$ cat src/rtl/ttt_pkg.sv
// Shared encodings for the XO game controller: cell values, result codes,
// FSM states and small board helpers.
package ttt_pkg;

  localparam int unsigned NUM_CELLS = 9;

  localparam logic [1:0] EMPTY  = 2'b00;
  localparam logic [1:0] CELL_X = 2'b01;
  localparam logic [1:0] CELL_O = 2'b10;

  localparam logic [1:0] RES_NONE   = 2'b00;
  localparam logic [1:0] RES_PLAYER = 2'b01;
  localparam logic [1:0] RES_PC     = 2'b10;
  localparam logic [1:0] RES_DRAW   = 2'b11;

  typedef enum logic [2:0] {
    ST_IDLE,
    ST_PLAYER,
    ST_COMPUTER,
    ST_CHECK,
    ST_DONE
  } state_t;

  function automatic logic pos_valid(input logic [3:0] p);
    return (p >= 4'd1) && (p <= 4'd9);
  endfunction

  function automatic logic line3(input logic [1:0] a, input logic [1:0] b,
                                 input logic [1:0] c, input logic [1:0] v);
    return (a == v) && (b == v) && (c == v);
  endfunction

endpackage

$ cat src/rtl/nospace_detector.sv
// Board-full detector: asserts no_space when none of the nine cells is empty.
module nospace_detector (
  input  logic [1:0] pos1,
  input  logic [1:0] pos2,
  input  logic [1:0] pos3,
  input  logic [1:0] pos4,
  input  logic [1:0] pos5,
  input  logic [1:0] pos6,
  input  logic [1:0] pos7,
  input  logic [1:0] pos8,
  input  logic [1:0] pos9,
  output logic       no_space
);

  assign no_space = (pos1 != 2'b00) && (pos2 != 2'b00) && (pos3 != 2'b00) &&
                    (pos4 != 2'b00) && (pos5 != 2'b00) && (pos6 != 2'b00) &&
                    (pos7 != 2'b00) && (pos8 != 2'b00) && (pos9 != 2'b00);

endmodule

$ cat src/rtl/ttt_win_detector.sv
// Combinational three-in-a-row check over the 3 rows, 3 columns and 2 diagonals.
module ttt_win_detector
  import ttt_pkg::*;
(
  input  logic [1:0] pos1,
  input  logic [1:0] pos2,
  input  logic [1:0] pos3,
  input  logic [1:0] pos4,
  input  logic [1:0] pos5,
  input  logic [1:0] pos6,
  input  logic [1:0] pos7,
  input  logic [1:0] pos8,
  input  logic [1:0] pos9,
  output logic       x_win,
  output logic       o_win
);

  function automatic logic has_line(input logic [1:0] v);
    return line3(pos1, pos2, pos3, v) || line3(pos4, pos5, pos6, v) ||
           line3(pos7, pos8, pos9, v) || line3(pos1, pos4, pos7, v) ||
           line3(pos2, pos5, pos8, v) || line3(pos3, pos6, pos9, v) ||
           line3(pos1, pos5, pos9, v) || line3(pos3, pos5, pos7, v);
  endfunction

  assign x_win = has_line(CELL_X);
  assign o_win = has_line(CELL_O);

endmodule

$ cat src/rtl/ttt_game_controller.sv
// XO turn sequencer: owns the board, gates player/computer moves, judges results.
// Define MOVE_TIMEOUT_EN to forfeit the player's turn after TIMEOUT_CYCLES idle cycles.
module ttt_game_controller
  import ttt_pkg::*;
#(
  parameter int TIMEOUT_CYCLES = 1000
) (
  input  logic       clock,
  input  logic       reset,
  input  logic       start,
  input  logic       play,
  input  logic [3:0] move_pos,
  input  logic       pc,
  input  logic [3:0] pc_pos,
  output logic [1:0] pos1,
  output logic [1:0] pos2,
  output logic [1:0] pos3,
  output logic [1:0] pos4,
  output logic [1:0] pos5,
  output logic [1:0] pos6,
  output logic [1:0] pos7,
  output logic [1:0] pos8,
  output logic [1:0] pos9,
  output logic [1:0] who,
  output logic       player_turn,
  output logic       pc_req,
  output logic       illegal_move,
  output logic [3:0] move_count,
  output logic       timeout
);

  state_t     state, state_d;
  logic [1:0] board [NUM_CELLS];
  logic [1:0] who_d;
  logic       last_mover;   // 1: computer moved last
  logic       wr_en, new_game;
  logic [3:0] wr_idx;
  logic [1:0] wr_val;
  logic [3:0] play_idx, pc_idx;
  logic       play_legal, pc_legal;
  logic       x_win, o_win, no_space;
  logic       tmo_hit;

  assign play_idx   = pos_valid(move_pos) ? move_pos - 4'd1 : 4'd0;
  assign pc_idx     = pos_valid(pc_pos)   ? pc_pos   - 4'd1 : 4'd0;
  assign play_legal = pos_valid(move_pos) && (board[play_idx] == EMPTY);
  assign pc_legal   = pos_valid(pc_pos)   && (board[pc_idx]   == EMPTY);

  assign {pos1, pos2, pos3} = {board[0], board[1], board[2]};
  assign {pos4, pos5, pos6} = {board[3], board[4], board[5]};
  assign {pos7, pos8, pos9} = {board[6], board[7], board[8]};

  assign player_turn = (state == ST_PLAYER);
  assign pc_req      = (state == ST_COMPUTER);

  ttt_win_detector u_win (
    .pos1(pos1), .pos2(pos2), .pos3(pos3),
    .pos4(pos4), .pos5(pos5), .pos6(pos6),
    .pos7(pos7), .pos8(pos8), .pos9(pos9),
    .x_win(x_win), .o_win(o_win)
  );

  nospace_detector u_nospace (
    .pos1(pos1), .pos2(pos2), .pos3(pos3),
    .pos4(pos4), .pos5(pos5), .pos6(pos6),
    .pos7(pos7), .pos8(pos8), .pos9(pos9),
    .no_space(no_space)
  );

`ifdef MOVE_TIMEOUT_EN
  localparam int unsigned CNT_W = (TIMEOUT_CYCLES > 1) ? $clog2(TIMEOUT_CYCLES) : 1;
  localparam logic [CNT_W-1:0] CNT_LAST = CNT_W'(TIMEOUT_CYCLES - 1);
  logic [CNT_W-1:0] tmo_cnt;

  // Staying in PLAYER implies no legal play; any exit clears for the next entry.
  always_ff @(posedge clock or negedge reset) begin
    if (!reset) begin
      tmo_cnt <= '0;
    end else if ((state != ST_PLAYER) || (state_d != ST_PLAYER)) begin
      tmo_cnt <= '0;
    end else begin
      tmo_cnt <= tmo_cnt + CNT_W'(1);
    end
  end

  assign tmo_hit = (state == ST_PLAYER) && (tmo_cnt == CNT_LAST);
`else
  // Parameter kept on the interface; without the timeout build it has no effect.
  assign tmo_hit = 1'b0 & (TIMEOUT_CYCLES == 0);
`endif

  always_comb begin
    state_d      = state;
    who_d        = who;
    wr_en        = 1'b0;
    wr_idx       = play_idx;
    wr_val       = CELL_X;
    new_game     = 1'b0;
    illegal_move = 1'b0;
    timeout      = 1'b0;
    unique case (state)
      ST_IDLE: begin
        if (start) begin
          new_game = 1'b1;
          state_d  = ST_PLAYER;
        end
      end
      ST_PLAYER: begin
        if (play && play_legal) begin
          wr_en   = 1'b1;
          state_d = ST_CHECK;
        end else begin
          illegal_move = play;
          if (tmo_hit) begin
            timeout = 1'b1;
            state_d = ST_COMPUTER;
          end
        end
      end
      ST_COMPUTER: begin
        if (pc && pc_legal) begin
          wr_en   = 1'b1;
          wr_idx  = pc_idx;
          wr_val  = CELL_O;
          state_d = ST_CHECK;
        end else begin
          illegal_move = pc;
        end
      end
      ST_CHECK: begin
        if (x_win) begin
          who_d   = RES_PLAYER;
          state_d = ST_DONE;
        end else if (o_win) begin
          who_d   = RES_PC;
          state_d = ST_DONE;
        end else if (no_space) begin
          who_d   = RES_DRAW;
          state_d = ST_DONE;
        end else begin
          state_d = last_mover ? ST_PLAYER : ST_COMPUTER;
        end
      end
      ST_DONE: begin
        if (start) begin
          new_game = 1'b1;
          who_d    = RES_NONE;
          state_d  = ST_PLAYER;
        end
      end
      default: state_d = ST_IDLE;
    endcase
  end

  always_ff @(posedge clock or negedge reset) begin
    if (!reset) begin
      state      <= ST_IDLE;
      who        <= RES_NONE;
      move_count <= '0;
      last_mover <= 1'b0;
      for (int unsigned i = 0; i < NUM_CELLS; i++) board[i] <= EMPTY;
    end else begin
      state <= state_d;
      who   <= who_d;
      if (new_game) begin
        move_count <= '0;
        last_mover <= 1'b0;
        for (int unsigned i = 0; i < NUM_CELLS; i++) board[i] <= EMPTY;
      end else if (wr_en) begin
        board[wr_idx] <= wr_val;
        last_mover    <= (wr_val == CELL_O);
        if (move_count != 4'd9) move_count <= move_count + 4'd1;
      end
    end
  end

endmodule
$ cat config.mk
export PLATFORM = sky130hd
export DESIGN_NAME = ttt_game_controller
export DESIGN_NICKNAME = d
export VERILOG_FILES = /design/src/rtl/ttt_pkg.sv /design/src/rtl/nospace_detector.sv /design/src/rtl/ttt_win_detector.sv /design/src/rtl/ttt_game_controller.sv
export SDC_FILE = /design/constraint.sdc
export NUM_CORES = 1
export LEC_CHECK = 0
export CORE_UTILIZATION = 40
export DETAILED_ROUTE_END_ITERATION = 10
export GPL_TIMING_DRIVEN = 0
export PLACE_DENSITY = 0.7
export REMOVE_ABC_BUFFERS = 1
export SETUP_SLACK_MARGIN = 0.05
export SLEW_MARGIN = 20
export SYNTH_ARGS = -nofsm -noshare
export SYNTH_HDL_FRONTEND = slang
export SYNTH_SLANG_ARGS = --single-unit
$ cat constraint.sdc
create_clock -name clock -period 4.7 [get_ports clock]
set_input_delay 0.47 -clock clock [delete_from_list [all_inputs] [get_ports clock]]
set_output_delay 0.47 -clock clock [all_outputs]
set_load 0.02 [all_outputs]
======== After elaboration in Yosys (flattened, before gate mapping) ========
Index checks and enable logic that the tools add are counted.
W data, S select, Z words.
operators by class
  mux-type cells .......................... 43
  $lt $le $gt $ge ......................... 8
  div/mod/pow operators ................... 0
  $mul .................................... 0
  $add $sub $neg .......................... 3
  reductions and logical operators ........ 80
  shifts and indexed selects .............. 0
  bitwise operators ....................... 3
  equality and inequality tests ........... 29
operators by type and width
  cell                   count
  $logic_and A1 B1 Y1    47
  $mux W18               2
  $mux W4                7
  $mux W2                12
  $reduce_bool A2 Y1     12
  $eq A2 B2 Y1 const B   10
  $bwmux W18             1
  $eq A2 B1 Y1 const B   9
  $mux W3                6
  $bmux W2 S4            2
  $ge A5 B5 Y1 const B   3
  $not A4 Y5             3
  $logic_or A1 B1 Y1     14
  $pmux W3 S4            1
  $demux W2 S4           1
  $ge A4 B1 Y1 const B   2
  $le A4 B4 Y1 const B   2
  $mux W1                8
  $sub A4 B1 Y4 const B  2
  $eq A3 B2 Y1 const B   2
  $ne A2 B1 Y1 const B   3
  $reduce_and A3 Y1      2
  $lt A5 B1 Y1 const B   1
  $add A4 B1 Y4 const B  1
  11 further kinds       13
storage, ports and cells
  bits in latches ......................... 0
  bits in writable memories ............... 0
  memories kept ........................... 0
  memory bits (read-only) ................. 0
  logic and storage cells ................. 179
  output and inout port bits .............. 28
  flip-flop bits (word level) ............. 28
  input port bits ......................... 13

======== Logic depth before layout (Yosys ltp) ========
  word-level depth ........................ 20
  gate-level depth with buffers ........... 10

======== Hierarchy ========
From an unflattened synthesis, not the netlist that was laid out.
unflattened totals
  cells, all modules ...................... 268
  area total of the unflattened synthesis .. 2,336.0 µm²
by module, submodules not included
  module               seq. area each (µm²)  times used  area each (µm²)  cells each
  ttt_game_controller  700.7                 1           1,990.7          227
  ttt_win_detector     0.0                   1           305.3            34
  nospace_detector     0.0                   1           40.0             7

======== Least setup slack after synthesis ========
No wires, ideal clock.
  path kind ............................... input to output
  from .................................... input port move_pos[0]
  to ...................................... output port illegal_move
  buffers on the path ..................... 1
  stages .................................. 8
  setup slack ............................. 1.482 ns
  arrival time ............................ 2.748 ns
  required time ........................... 4.230 ns
  cell sequence ........................... buf_1 inv_1 ha_1 or3b_2 nand4_4 mux4_1 a21oi_1 a21o_1
between the ends
  longest elaborated chain between the ends .. 12
RTL lines
  item                                                 RTL line                    source
  from (decl)                                          ttt_game_controller.sv:12   input logic [3:0] move_pos,
  $ge A4 B1 Y1 / $le A4 B4 Y1 (equally long branches)  ttt_pkg.sv:25               return (p >= 4'd1) && (p <= 4'd9);
  $logic_and A1 B1 Y1                                  ttt_pkg.sv:25
  $mux W4                                              ttt_game_controller.sv:44   assign play_idx = pos_valid(move_pos) ? move_pos - 4'd1 : 4'd0;
  $not A4 Y5 (not written as such)                     ttt_game_controller.sv:46   assign play_legal = pos_valid(move_pos) && (board[play_idx] == EMPTY);
  $bmux W2 S4                                          ttt_game_controller.sv:46
  $mux W2 (not written as such) (2 in a row)           ttt_game_controller.sv:46
  $logic_not A2 Y1                                     ttt_game_controller.sv:46
  $logic_and A1 B1 Y1 (*)                              ttt_game_controller.sv:46
  $logic_and A1 B1 Y1 (*)                              ttt_game_controller.sv:109  if (play && play_legal) begin
  $mux W1 (*)                                          ttt_game_controller.sv:109
  $pmux W1 S2 (*)                                      ttt_game_controller.sv:101  unique case (state)
  to (decl)                                            ttt_game_controller.sv:27   output logic illegal_move,
Mark *: on every way between the ends. The rest lies on a longest branch, timed or not. The select of a mux whose other input is x is not followed.

======== Worst setup path in the final report ========
  from .................................... input port pc_pos[0]
  to ...................................... output port illegal_move
between the ends
  longest elaborated chain between the ends .. 12
RTL lines
  item                                                 RTL line                    source
  from (decl)                                          ttt_game_controller.sv:14   input logic [3:0] pc_pos,
  $ge A4 B1 Y1 / $le A4 B4 Y1 (equally long branches)  ttt_pkg.sv:25
  $logic_and A1 B1 Y1                                  ttt_pkg.sv:25
  $mux W4                                              ttt_game_controller.sv:45   assign pc_idx = pos_valid(pc_pos) ? pc_pos - 4'd1 : 4'd0;
  $not A4 Y5 (not written as such)                     ttt_game_controller.sv:47   assign pc_legal = pos_valid(pc_pos) && (board[pc_idx] == EMPTY);
  $bmux W2 S4                                          ttt_game_controller.sv:47
  $mux W2 (not written as such) (2 in a row)           ttt_game_controller.sv:47
  $logic_not A2 Y1                                     ttt_game_controller.sv:47
  $logic_and A1 B1 Y1 (*)                              ttt_game_controller.sv:47
  $logic_and A1 B1 Y1 (*)                              ttt_game_controller.sv:121  if (pc && pc_legal) begin
  $mux W1 (*)                                          ttt_game_controller.sv:121
  $pmux W1 S2 (*)                                      ttt_game_controller.sv:101
Marks and branches as above.

==> impl_metrics.yaml <==
run_status:
  status: "completed"
setup_path:
  critPathBufInv: 3
  crit_type: "input port to output port"
  worstSetupStartpointType: "input port"
  cp.required_ns: 4.23
  slowest_delay_ns: 0.66
  cp.arrival_ns: 3.89
  cpLargestDelayFamily: "buffers and inverters"
  cp-startpoint: "pc_pos[0]"
  worst-path-max-fanout: 10
  path_common_cell: "clkdlybuf4s50_1"
  end_kind: "output port"
  rr_startpoint: "pos7[1]"
  worstPathCellList: "clkdlybuf4s50_1, inv_1, ha_1, xnor2_1, mux2i_1, mux2i_4, or2_1, a21oi_1, a21o_1, clkdlybuf4s50_1"
  slowest_stage: "clkdlybuf4s50_1"
routing:
  wl_per_cell_um: 17.1
  drt_iter0_drc: 206
  routed_wl_mm: 6.89
  viasPerCell: 6.02
  remaining_drc_errors: 0
  first_pass_iters: 4
  drtAntennaViolNets: 0
  vias: 2421
sta:
  relSlewSlack_pct: 37.8
  fmax_mhz: 229
  period_needed_ns: 4.36
  worst_slack_ns: 0.337
  slew_viol_final: 0
  finalSetupTns_ns: 0
  tightest_slew_ns: 0.931
  fin_crit_sh_pct: 92.8
  setup_viol: 0
  fin_skew_ns: 0.00711
  finalHoldViolations: 0
  rsz0062_at_grt: "no"
global_routing:
  overflow: 0
  grt_max_degree: 29
  grt_first_pass_wirelength_mm: 11.4
  grt_use_total_pct: 22.0
  grt_pass1_vias: 2259
  antenna_found_initial: 0
logic_synthesis:
  synth_edf_count: 0
  synthDistinctLibCells: 67
  ys_seq_area_share_pct: 27.2
  ys.flop_type: "dfrtp_1"
  ys_warn_count: 0
  synthArstFlopShare_pct: 100
  yosys_register_bits: 28
  netlist_area_um2: 2580
  syn_inst: 299
  synth.avg_cell_area_um2: 8.62
floorplan:
  die_x_um: 82.3
  start_util_pct: 42.5
  die_h_um: 82.3
  die_area_um2: 6770
  std_cell_rows: 28
  coreArea_um2: 6060
  io_pins: 41
layout:
  fin_util_pct: 50.3
  ff_latch_area_um2: 701
  layout-drive-gt1-share_pct: 8.87
  area_delta_synth_final_pct: 18.3
  nets: 347
  multiInputGateArea_um2: 1760
  stdcell_area_um2: 3050
  num_antenna_cells: 0
  fill_cells: 582
power:
  p_per_area_nw_per_um2: 409
  vdd_ir_drop_max_mv: 0.202
  leakage_nw: 1.19
  power_mw: 1.25
clocking:
  worstSkewPairLatency_ns: 0.29
  hold_buffers: 0
  numCtsBuffers: 3
  cts_tree: "yes"
  htreeDepth: 1
  clk_path_buf_depth: 2
  cts_root_buf: "clkbuf_8"
  clk_pin_slew_ns: 0.10
  clock_sinks: 28
placed_design:
  hpwl_mm: 5.03
  placed_cell_area_um2: 2980
  dp_slack_ns: 0.164
  port_buffers: 39
  place.gp.congestion: 0.925
job:
  max_cap_viol_count: 0
worst_hold_path:
  hp-class: "input port to asynchronous set/reset pin"
-- path summary, 6_finish.rpt --
check / cells past startpoint / endpoint / slack [ns]
setup / recovery: 10 / illegal_move / 0.34
hold / removal: 1 / pos6[1] / 0.20
setup reg to reg: 6 / move_count[0] / 2.39
hold reg to reg: 1 / last_mover / 0.58
max in group asynchronous: 1 / pos5[0] / 4.08
min in group clock: 1 / last_mover / 0.58
-- synth_stat cells (2+ instances only) --
library cell  number  area share (%)
o21a_1             2            0.58
mux2_2             3             1.3
nor2_1            21             3.1
nor3b_1            6             1.7
nand2b_1           6             1.5
buf_6              2            0.87
a21o_1             4             1.2
dfrtp_1           28              27
nand3_1            8             1.6
o22ai_1            2            0.49
ha_1               6             2.9
nand3b_1           4             1.2
o211ai_1           6             1.7
o21ai_1           11             2.1
inv_1             10             1.5
nand2_1           38             5.5
o41ai_2            4             2.5
buf_2              2            0.39
o311ai_1           2            0.68
nor2b_1            8             1.9
nor4bb_1          17             6.6
clkbuf_1           7             1.0
buf_1              2            0.29
a31oi_1            3            0.73
o21ai_0           11             2.1
a31o_1             2            0.68
nand4_1            4            0.97
nor3_1             8             1.6
o31ai_1            7             2.0
or4b_4             2             1.1
buf_4              2            0.58
mux2i_1           13             5.0
a21oi_1           12             2.3
or4_4              2            0.87
xnor2_1            2            0.68
-- power breakdown --
| part | total (mW) | switching, mW | internal (mW) |
|---|---|---|---|
| clock network | 0.198 | 0.0834 | 0.114 |
| registers | 0.434 | 0.134 | 0.300 |
| logic | 0.615 | 0.330 | 0.284 |
-- placed cells by master (no fill, tap or decap), types with 8 or more instances in the layout --
| cell | instances |
|---|---|
| a21oi_1 | 12 |
| clkdlybuf4s50_1 | 37 |
| dfrtp_1 | 28 |
| nor2b_1 | 8 |
| nor2_1 | 21 |
| nor3_1 | 8 |
| mux2i_1 | 13 |
| nor4bb_1 | 17 |
| nand2_1 | 38 |
| inv_1 | 10 |
| nand3_1 | 8 |
| o21ai_0 | 11 |
| o21ai_1 | 11 |
-- area by class of cell --
| class | count | area share (%) |
|---|---|---|
| Multi-Input combinational cell | 246 | 57.7 |
| Timing Repair Buffer | 39 | 12.7 |
| Clock inverter | 1 | 0.984 |
| Sequential cell | 28 | 23.0 |
| Inverter | 10 | 1.23 |
| Clock buffer | 3 | 1.35 |
| Tap cell | 75 | 3.08 |
-- state kept, by name (all words and copies together) (netlist names) --
register and flops:
move_count 4, pos5 2, last_mover 1, pos3 2
pos8 2, pos9 2, pos1 2, pos4 2
pos6 2, pos2 2, who 2, pos7 2
state 3
-- per-layer routing --
layer  global-route usage [%]  routed length (µm)  vias to the layer above
met5                        0                   0                        -
met4                     7.54                  94                        0
met3                     1.76                 309                        9
met2                     34.4                3100                       59
met1                     31.7                3390                     1165
li1                         -                   -                     1188
-- cell families (layout without fill, tap and decap cells) --
kind of cell,after synthesis,after routing,share of synthesized area (%)
compound gates,82,82,23.4
xor+xnor,4,4,1.65
fa+ha+maj,6,6,2.91
buf+inv,25,53,4.61
flops,28,28,27.2
mux,18,18,8.25
other cells,1,1,0.145
simple gates,135,135,31.8
-- what timing repair did --
action	4_1_cts	5_1_grt
buffers inserted	0	0
setup endpoints to repair	0	1
resized for setup	0	1
-- through the flow --
| step | instances | hold slack (ns) |
|---|---|---|
| floorplan | 284 | 0.174 |
| global placement | 398 | 0.530 |
| detailed placement | 398 | 0.545 |
| CTS | 402 | 0.232 |
| global route | 402 | 0.251 |
| finish | 402 | 0.197 |
Power figures use the tool's default switching activity.
